==> src/rtl/vga_pkg.sv <==
// Shared video-timing constants and types for the itf_vga source and its bench.
// Defaults describe 800x600@60 with a 40 MHz pixel clock.
package vga_pkg;

  localparam int unsigned CNT_W       = 11;
  localparam int unsigned RGB_W       = 12;
  localparam int unsigned FRAME_CNT_W = 16;

  localparam int unsigned HOR_PIXELS     = 800;
  localparam int unsigned HOR_FP         = 40;
  localparam int unsigned HOR_SYNC       = 128;
  localparam int unsigned HOR_BP         = 88;
  localparam int unsigned HOR_TOTAL      = HOR_PIXELS + HOR_FP + HOR_SYNC + HOR_BP;
  localparam int unsigned HOR_SYNC_START = HOR_PIXELS + HOR_FP;
  localparam int unsigned HOR_SYNC_END   = HOR_SYNC_START + HOR_SYNC;

  localparam int unsigned VER_PIXELS     = 600;
  localparam int unsigned VER_FP         = 1;
  localparam int unsigned VER_SYNC       = 4;
  localparam int unsigned VER_BP         = 23;
  localparam int unsigned VER_TOTAL      = VER_PIXELS + VER_FP + VER_SYNC + VER_BP;
  localparam int unsigned VER_SYNC_START = VER_PIXELS + VER_FP;
  localparam int unsigned VER_SYNC_END   = VER_SYNC_START + VER_SYNC;

  typedef logic [CNT_W-1:0] cnt_t;

  // One axis of the raster: position plus the flags that describe it.
  typedef struct packed {
    cnt_t count;
    logic blank;
    logic sync;
  } axis_t;

  function automatic logic in_window(input cnt_t v, input cnt_t lo, input cnt_t hi);
    return (v >= lo) && (v < hi);
  endfunction

endpackage

==> src/rtl/itf_vga.sv <==
// Video stream bundle passed between the timing source and the draw_* pipeline stages.
interface itf_vga;

  vga_pkg::cnt_t                   vcount;
  logic                            vsync;
  logic                            vblnk;
  vga_pkg::cnt_t                   hcount;
  logic                            hsync;
  logic                            hblnk;
  logic [vga_pkg::RGB_W-1:0]       rgb;

  modport out (output vcount, vsync, vblnk, hcount, hsync, hblnk, rgb);
  modport in  (input  vcount, vsync, vblnk, hcount, hsync, hblnk, rgb);

endinterface

==> src/rtl/vga_axis_cnt.sv <==
// One raster axis: wrapping position counter with registered blank/sync flags
// derived from the next count, so flags and count always describe the same pixel.
module vga_axis_cnt
  import vga_pkg::*;
#(
  parameter int unsigned TOTAL      = HOR_TOTAL,
  parameter int unsigned ACTIVE     = HOR_PIXELS,
  parameter int unsigned SYNC_START = HOR_SYNC_START,
  parameter int unsigned SYNC_LEN   = HOR_SYNC,
  parameter logic        POL        = 1'b1
) (
  input  logic clk,
  input  logic rst_n,
  input  logic en_i,
  output cnt_t count_o,
  output logic blank_o,
  output logic sync_o,
  output logic wrap_o
);

  localparam cnt_t LAST    = cnt_t'(TOTAL - 1);
  localparam cnt_t ACT_END = cnt_t'(ACTIVE);
  localparam cnt_t SYNC_LO = cnt_t'(SYNC_START);
  localparam cnt_t SYNC_HI = cnt_t'(SYNC_START + SYNC_LEN);

  axis_t axis_q, axis_d;
  cnt_t  count_nxt;
  logic  at_last;

  // Out-of-range values (upset state) are treated like the last position and wrap to 0.
  assign at_last = (axis_q.count >= LAST);

  // NOTE: combinational blocks assign a default to every output first so no latch is inferred.
  always_comb begin
    axis_d    = axis_q;
    count_nxt = at_last ? '0 : axis_q.count + 1'b1;
    if (en_i) begin
      axis_d.count = count_nxt;
      axis_d.blank = (count_nxt >= ACT_END);
      axis_d.sync  = in_window(count_nxt, SYNC_LO, SYNC_HI) ? POL : ~POL;
    end
  end

  // NOTE: state registers use non-blocking assignments so all flops update together.
  always_ff @(posedge clk or negedge rst_n) begin
    if (!rst_n) begin
      axis_q.count <= '0;
      axis_q.blank <= 1'b0;
      axis_q.sync  <= ~POL;
    end else begin
      axis_q <= axis_d;
    end
  end

  assign count_o = axis_q.count;
  assign blank_o = axis_q.blank;
  assign sync_o  = axis_q.sync;
  assign wrap_o  = en_i & at_last;

endmodule

==> src/rtl/vga_timing_gen.sv <==
// Origin of video timing for the draw pipeline: raster counters, sync/blank flags,
// a one-cycle frame_start strobe and a completed-frame counter.
module vga_timing_gen
  import vga_pkg::*;
#(
  parameter int unsigned H_ACTIVE = HOR_PIXELS,
  parameter int unsigned H_FP     = HOR_SYNC_START - HOR_PIXELS,
  parameter int unsigned H_SYNC   = HOR_SYNC_END - HOR_SYNC_START,
  parameter int unsigned H_BP     = HOR_TOTAL - HOR_SYNC_END,
  parameter int unsigned V_ACTIVE = VER_PIXELS,
  parameter int unsigned V_FP     = VER_SYNC_START - VER_PIXELS,
  parameter int unsigned V_SYNC   = VER_SYNC_END - VER_SYNC_START,
  parameter int unsigned V_BP     = VER_TOTAL - VER_SYNC_END,
  parameter logic        SYNC_POL = 1'b1
) (
  input  logic                   clk,
  input  logic                   rst_n,
  input  logic                   pix_en,
  itf_vga.out                    out,
  output logic                   frame_start,
  output logic [FRAME_CNT_W-1:0] frame_cnt
);

  localparam int unsigned H_TOTAL = H_ACTIVE + H_FP + H_SYNC + H_BP;
  localparam int unsigned V_TOTAL = V_ACTIVE + V_FP + V_SYNC + V_BP;

  cnt_t h_count, v_count;
  logic h_blank, h_sync, h_wrap;
  logic v_blank, v_sync, v_wrap;

  logic                   frame_start_q, frame_start_d;
  logic [FRAME_CNT_W-1:0] frame_cnt_q, frame_cnt_d;

  vga_axis_cnt #(
    .TOTAL      (H_TOTAL),
    .ACTIVE     (H_ACTIVE),
    .SYNC_START (H_ACTIVE + H_FP),
    .SYNC_LEN   (H_SYNC),
    .POL        (SYNC_POL)
  ) u_h_cnt (
    .clk     (clk),
    .rst_n   (rst_n),
    .en_i    (pix_en),
    .count_o (h_count),
    .blank_o (h_blank),
    .sync_o  (h_sync),
    .wrap_o  (h_wrap)
  );

  // The vertical axis steps only on the pixel that ends a line.
  vga_axis_cnt #(
    .TOTAL      (V_TOTAL),
    .ACTIVE     (V_ACTIVE),
    .SYNC_START (V_ACTIVE + V_FP),
    .SYNC_LEN   (V_SYNC),
    .POL        (SYNC_POL)
  ) u_v_cnt (
    .clk     (clk),
    .rst_n   (rst_n),
    .en_i    (pix_en & h_wrap),
    .count_o (v_count),
    .blank_o (v_blank),
    .sync_o  (v_sync),
    .wrap_o  (v_wrap)
  );

  // v_wrap already implies pix_en, so a stalled cycle always clears the strobe.
  always_comb begin
    frame_start_d = v_wrap;
    frame_cnt_d   = frame_cnt_q;
    if (v_wrap) begin
      frame_cnt_d = frame_cnt_q + 1'b1;
    end
  end

  always_ff @(posedge clk or negedge rst_n) begin
    if (!rst_n) begin
      frame_start_q <= 1'b0;
      frame_cnt_q   <= '0;
    end else begin
      frame_start_q <= frame_start_d;
      frame_cnt_q   <= frame_cnt_d;
    end
  end

  assign out.hcount  = h_count;
  assign out.hblnk   = h_blank;
  assign out.hsync   = h_sync;
  assign out.vcount  = v_count;
  assign out.vblnk   = v_blank;
  assign out.vsync   = v_sync;
  assign out.rgb     = '0;

  assign frame_start = frame_start_q;
  assign frame_cnt   = frame_cnt_q;

endmodule

==> src/flat_wrapper.sv <==
// flat-port wrapper written by rule: the top's interface ports become plain ports
module vga_timing_gen_flat import vga_pkg::*;
#(
  parameter int unsigned H_ACTIVE = HOR_PIXELS,
  parameter int unsigned H_FP     = HOR_SYNC_START - HOR_PIXELS,
  parameter int unsigned H_SYNC   = HOR_SYNC_END - HOR_SYNC_START,
  parameter int unsigned H_BP     = HOR_TOTAL - HOR_SYNC_END,
  parameter int unsigned V_ACTIVE = VER_PIXELS,
  parameter int unsigned V_FP     = VER_SYNC_START - VER_PIXELS,
  parameter int unsigned V_SYNC   = VER_SYNC_END - VER_SYNC_START,
  parameter int unsigned V_BP     = VER_TOTAL - VER_SYNC_END,
  parameter logic        SYNC_POL = 1'b1
)
  (clk, rst_n, pix_en, frame_start, frame_cnt, out_vcount, out_vsync, out_vblnk, out_hcount, out_hsync, out_hblnk, out_rgb);
  itf_vga out_i ();
  input  logic clk;
  input  logic rst_n;
  input  logic pix_en;
  output logic frame_start;
  output logic [FRAME_CNT_W-1:0] frame_cnt;
  output wire logic [$bits(out_i.vcount)-1:0] out_vcount;
  output wire logic [$bits(out_i.vsync)-1:0] out_vsync;
  output wire logic [$bits(out_i.vblnk)-1:0] out_vblnk;
  output wire logic [$bits(out_i.hcount)-1:0] out_hcount;
  output wire logic [$bits(out_i.hsync)-1:0] out_hsync;
  output wire logic [$bits(out_i.hblnk)-1:0] out_hblnk;
  output wire logic [$bits(out_i.rgb)-1:0] out_rgb;
  assign out_vcount = out_i.vcount;
  assign out_vsync = out_i.vsync;
  assign out_vblnk = out_i.vblnk;
  assign out_hcount = out_i.hcount;
  assign out_hsync = out_i.hsync;
  assign out_hblnk = out_i.hblnk;
  assign out_rgb = out_i.rgb;
  vga_timing_gen #(.H_ACTIVE(H_ACTIVE), .H_FP(H_FP), .H_SYNC(H_SYNC), .H_BP(H_BP), .V_ACTIVE(V_ACTIVE), .V_FP(V_FP), .V_SYNC(V_SYNC), .V_BP(V_BP), .SYNC_POL(SYNC_POL)) u_core (.clk(clk), .rst_n(rst_n), .pix_en(pix_en), .out(out_i), .frame_start(frame_start), .frame_cnt(frame_cnt));
endmodule
==> config.mk <==
export PLATFORM = sky130hd
export DESIGN_NAME = vga_timing_gen_flat
export DESIGN_NICKNAME = d
export VERILOG_FILES = /design/src/rtl/vga_pkg.sv /design/src/rtl/itf_vga.sv /design/src/rtl/vga_axis_cnt.sv /design/src/rtl/vga_timing_gen.sv /design/src/flat_wrapper.sv
export SDC_FILE = /design/constraint.sdc
export NUM_CORES = 1
export LEC_CHECK = 0
export CAP_MARGIN = 20
export CORE_AREA = 2 2 78 80
export CTS_CLUSTER_DIAMETER = 120
export DETAILED_ROUTE_END_ITERATION = 6
export DIE_AREA = 0 0 80 82
export PLACE_DENSITY = 0.73
export SYNTH_ARGS = -nofsm -noshare
export SYNTH_HDL_FRONTEND = slang
export SYNTH_HIERARCHICAL = 1
export SYNTH_SLANG_ARGS = --single-unit
==> constraint.sdc <==
create_clock -name clk -period 5.3 [get_ports clk]
set_input_delay 0.795 -clock clk [delete_from_list [all_inputs] [get_ports clk]]
set_output_delay 0.795 -clock clk [all_outputs]
set_load 0.05 [all_outputs]
# Word-level counts from Yosys, hierarchy flattened
# Cells that the tools add are included.
[word_totals]
regBits = 43
input_bits = 3
elab_cells = 28
output_inout_bits = 55
[classes]
addsub = 3
n_reduce_logical = 2
n_bitwise = 3
mux = 4
order_cmp = 8
[ops]
columns = ["operator", "count"]
rows = [
  ["greater-or-equal comparator 11 x 10 -> 1 bit (second input constant)", 5],
  ["adder 11 x 1 -> 11 bit (second input constant)", 2],
  ["< comparator 11 x 10 -> 1 bit (second input constant)", 2],
  ["2-to-1 mux 11 bit", 2],
  ["adder 16 x 1 -> 16 bit (second input constant)", 1],
  ["greater-or-equal comparator 11 bit (second input constant)", 1],
  ["AND 1 bit", 3],
  ["logical AND 1 bit", 2],
  ["2-to-1 mux 1 bit", 2],
]

# Longest topological paths before layout
[depth]
word_depth = 5
depth_mapped = 12
depth_no_buf = 10

# By module
# Netlist, hierarchy kept.
[modules_own_cells]
columns = ["mod", "seq_area_each_um2", "instances", "cells_each", "area_each_um2"]
rows = [
  ["vga_axis_cnt (u_core.u_h_cnt)", 325.3, 1, 112, 898.4],
  ["vga_axis_cnt (u_core.u_v_cnt)", 325.3, 1, 102, 894.6],
  ["vga_timing_gen", 425.4, 1, 69, 802.0],
]

# Worst setup path after synthesis
# Ideal clock, no wire load.
[synth_timing]
kind = "register -> register"
startpoint = "register u_core.u_h_cnt.axis_q (netlist bit u_core/u_h_cnt/count_o[0])"
endpoint = "register u_core.frame_cnt_q[11], in the netlist u_core/frame_cnt[11]"
slack_ns = 1.810
path_stages_with_launch = 12
required_ns = 5.159
setup_time_ns = 0.141
n_path_buf = 1
arrival_ns = 3.349
synth_period_minus_slack_ns = 3.490
path_cell_list = "dfrtp_1 -> ha_1 -> nand4_1 -> a21oi_1 -> and2_1 -> and2_1 -> clkbuf_1 -> and2_1 -> nand4_2 -> nor3_2 -> nand4_1 -> xnor2_1"
[synth_via]
elab_chain_cells = 4
[synth_lines]
columns = ["element", "line_no", "text"]
rows = [
  ["from (decl)", "vga_axis_cnt.sv:26", "axis_t axis_q, axis_d;"],
  ["from (signal assigned)", "vga_axis_cnt.sv:51", "axis_q <= axis_d;"],
  ["greater-or-equal comparator 11 bit", "vga_axis_cnt.sv:31", "assign at_last = (axis_q.count >= LAST);"],
  ["AND 1 bit", "vga_axis_cnt.sv:58", "assign wrap_o = en_i & at_last;"],
  ["net u_core.h_wrap", "vga_timing_gen.sv:28", "logic h_blank, h_sync, h_wrap;"],
  ["AND 1 bit", "vga_timing_gen.sv:60", ".en_i (pix_en & h_wrap),"],
  ["AND 1 bit", "vga_axis_cnt.sv:58", ""],
  ["net u_core.frame_start_d", "vga_timing_gen.sv:31", "logic frame_start_q, frame_start_d;"],
  ["to (signal assigned)", "vga_timing_gen.sv:82", "frame_cnt_q <= frame_cnt_d;"],
  ["to (decl)", "vga_timing_gen.sv:32", "logic [FRAME_CNT_W-1:0] frame_cnt_q, frame_cnt_d;"],
]
# The timed path passes the listed nets, and every way through them passes these cells.
# A chain may end at the register's enable or synchronous reset.

# Worst setup path in the final report
# Same ends and word-level chain as after synthesis.

==> impl_metrics.env <==
export IMPL_run_status="completed"
export IMPL_grt_pass1_vias=2011
export IMPL_place_gp_congestion=0.937
export IMPL_relSlewSlack=0.377
export IMPL_crit_path_end_kind="register"
export IMPL_reg2reg_to="u_core/frame_cnt[11]"
export IMPL_synth_edf_count=0
export IMPL_cts_clk_slew_worst_paths_ps=80
export IMPL_r2r_slack_ps=1650
export IMPL_cts_tree="done"
export IMPL_r2r_start="u_core/u_h_cnt/count_o[0]"
export IMPL_first_pass_iters=4
export IMPL_critPathLaunchType="register"
export IMPL_path_common_cell="and2_1"
export IMPL_start_util=0.452
export IMPL_cts_setup_buffers=0
export IMPL_worstPathArrival_ps=3830
export IMPL_dp_cells=390
export IMPL_slowest_delay_ps=570
export IMPL_insertion_delay_ps=290
export IMPL_grt_pass1_wl_microns=9320
export IMPL_cts_buffers=5
export IMPL_yosysWarnings=6
export IMPL_drtIter0Drc=181
export IMPL_ys_types=59
export IMPL_ys_ff_latch=43
export IMPL_fmax_ghz=0.274
export IMPL_final_min_clock_period_ps=3650
export IMPL_die_x_microns=80
export IMPL_synth_flop_cell="dfrtp_1"
export IMPL_antenna_cells=0
export IMPL_cp_num_buf_inv=0
export IMPL_finalSetupTns_ps=0
export IMPL_layout_cells_non_filler=398
export IMPL_numClockSinks=43
export IMPL_dieArea_sq_mm=0.00656
export IMPL_critical_path_class="reg2reg"
export IMPL_met1_length_microns=2580
export IMPL_coreArea_sq_mm=0.00575
export IMPL_cts_hold_buf=0
export IMPL_slowest_stage="a21oi_1"
export IMPL_rows=28
export IMPL_path_cells="ha_1 > nand4_1 > a21oi_1 > and2_1 > and2_1 > and2_1 > nand4_2 > nor3_2 > nand4_1 > xnor2_1"
export IMPL_drv_slew=0
export IMPL_wl_met2_microns=2630
export IMPL_synth_area_sq_mm=0.00259
export IMPL_syn_inst=283
export IMPL_portBuffers=45
export IMPL_dr_max_layer_used="met4"
export IMPL_wl_met3_microns=313
export IMPL_period_share=0.689
export IMPL_power_leakage_nw=1.28
export IMPL_syn2layout_area_growth_pct=21.0
export IMPL_cp_endpoint="u_core/frame_cnt[11]"
export IMPL_vias=2244
export IMPL_ir_worst_vdd_v=0.000224
export IMPL_powerDensity_mw_per_mm2=381
export IMPL_die_y_microns=82
export IMPL_final_hold_viol_count=0
export IMPL_detail_route_wl_per_cell_microns=14.0
export IMPL_vias_per_cell=5.64
export IMPL_reg2regPathDepth=10
export IMPL_rsz0062_at_grt="false"
export IMPL_postRouteAntennaNets=0
export IMPL_crit_fanout=17
export IMPL_finalWirelength_microns=5580
export IMPL_antenna_found_initial=0
export IMPL_clockBufferDepth=2
export IMPL_startpoint="u_core/u_h_cnt/count_o[0]"
export IMPL_cts_max_level=2
export IMPL_grt_start_max_net_pins=44
export IMPL_grt_usage=0.178
export IMPL_layout_drive_gt1_share=0.0712
export IMPL_min_path_type="reg2reg"
export IMPL_ys_seq_area_frac=0.415
export IMPL_syn_area_per_cell_sq_um=9.17
export IMPL_dp_hpwl_microns=3970
export IMPL_post_cts_resized=0
export IMPL_nets=328
export IMPL_worst_slew_pin_slew_ps=935
export IMPL_crit_family="simple AND/OR/NAND/NOR gates"
export IMPL_fillCellCount=549
export IMPL_grt_ovfl_total=0
export IMPL_worstPathRequired_ps=5480
export IMPL_pin_count=58
export IMPL_cts_root_buf="clkbuf_8"
export IMPL_synthArstFlopShare=1.00
export IMPL_finalSetupViolations=0
export IMPL_skew_ps=8.27
export IMPL_drc=0
export IMPL_maxCapViolations=0
export IMPL_cp_num_cells=10
-- through the flow --
step	hold slack [ps]	utilization	instance area [sq um]	power (mW)	setup WS, ps
after floorplan	499	-	2640	0.803	1810
after global placement	464	0.526	3020	0.939	1810
after detailed placement	470	0.526	3020	0.940	1730
after CTS	481	0.547	3140	1.20	1680
after global routing	518	0.547	3140	1.27	1330
final	471	0.547	3140	1.20	1650
-- cell usage in the layout, fill, tap and decap left out, drive strengths merged, types with 2 or more instances in the layout --
cell	Yosys	final
clkbuf	6	6
buf	19	2
a21oi	7	7
o41ai	3	3
dfrtp	43	43
o21ai	26	26
a21o	2	2
inv	9	9
a22o	7	7
o22ai	2	2
nor3	11	11
conb	1	12
nor2b	3	3
mux2i	2	2
ha	3	3
and3	7	7
o311ai	3	3
o2bb2ai	4	4
xnor2	13	13
o221ai	2	2
nor4	3	3
a31oi	2	2
or2	2	2
clkdlybuf4s50	0	44
xor2	6	6
nor4b	2	2
and4	2	2
nor2	24	24
or4	2	2
nand3	9	9
mux2	2	2
nand4	7	7
and2	5	5
nand2	27	27
o31ai	3	3
-- area by class of cell --
class,instances,area [sq um],area share
clock buffers,6,82.6,0.0263
multi-input cells,217,1370,0.435
inverters,9,33.8,0.0108
clock inverters,2,35.0,0.0112
repair buffers,46,453,0.144
well taps,75,93.8,0.0299
flip-flops and latches,43,1080,0.343
-- where the power goes --
part / total, mW / internal [mW] / switching [mW]
Combinational: 0.483 / 0.165 / 0.318
Sequential: 0.454 / 0.374 / 0.0803
Clock: 0.258 / 0.152 / 0.106
Total: 1.20 / 0.691 / 0.504
-- sequential cells by signal, indices dropped and copies added, names as in the netlist --
name,flops
u_core/frame_cnt,16
u_core/u_h_cnt/count_o,11
u_core/u_v_cnt/count_o,11
u_core/frame_start,1
u_core/u_h_cnt/blank_o,1
u_core/u_h_cnt/sync_o,1
u_core/u_v_cnt/blank_o,1
u_core/u_v_cnt/sync_o,1
-- per-layer routing --
layer | global-route usage | vias up
met2 | 0.280 | 77
met1 | 0.243 | 1066
li1 | - | 1095
met5 | 0 | -
met4 | 0.0644 | 0
met3 | 0.0396 | 6
-- cell families (layout without fill, tap and decap cells) --
group,after synthesis,count (layout),synth area share
xor gates and xnor gates,19,19,0.0641
and+or+nand+nor,106,106,0.215
AOI/OAI and AO/OA,73,73,0.199
adders and majority gates,3,3,0.0145
DFF,43,43,0.415
other,1,12,0.00145
buffers and inverters,34,63,0.0747
muxes,4,4,0.0164
-- worst min path at each step --
stage | startpoint | endpoint | slack [ps] | cells past startpoint
finish | u_core/frame_cnt[15] | u_core/frame_cnt[15] | 470 | 1
global route | u_core/frame_cnt[15] | u_core/frame_cnt[15] | 520 | 1
CTS | u_core/frame_cnt[15] | u_core/frame_cnt[15] | 480 | 1
detailed placement | u_core/frame_cnt[15] | u_core/frame_cnt[15] | 470 | 1
global placement | u_core/frame_cnt[15] | u_core/frame_cnt[15] | 460 | 1
floorplan | rst_n | u_core/frame_cnt[0] | 500 | 0
-- cells in the mapped netlist, drive strengths merged (7+ instances only) --
cell type,count,area share
a21oi,7,0.013
a22o,7,0.024
and3,7,0.017
buf,19,0.053
dfrtp,43,0.41
inv,9,0.013
nand2,27,0.042
nand3,9,0.019
nand4,7,0.019
nor2,24,0.035
nor3,11,0.025
o21ai,26,0.050
xnor2,13,0.044
(Power assumes the default switching activity.)
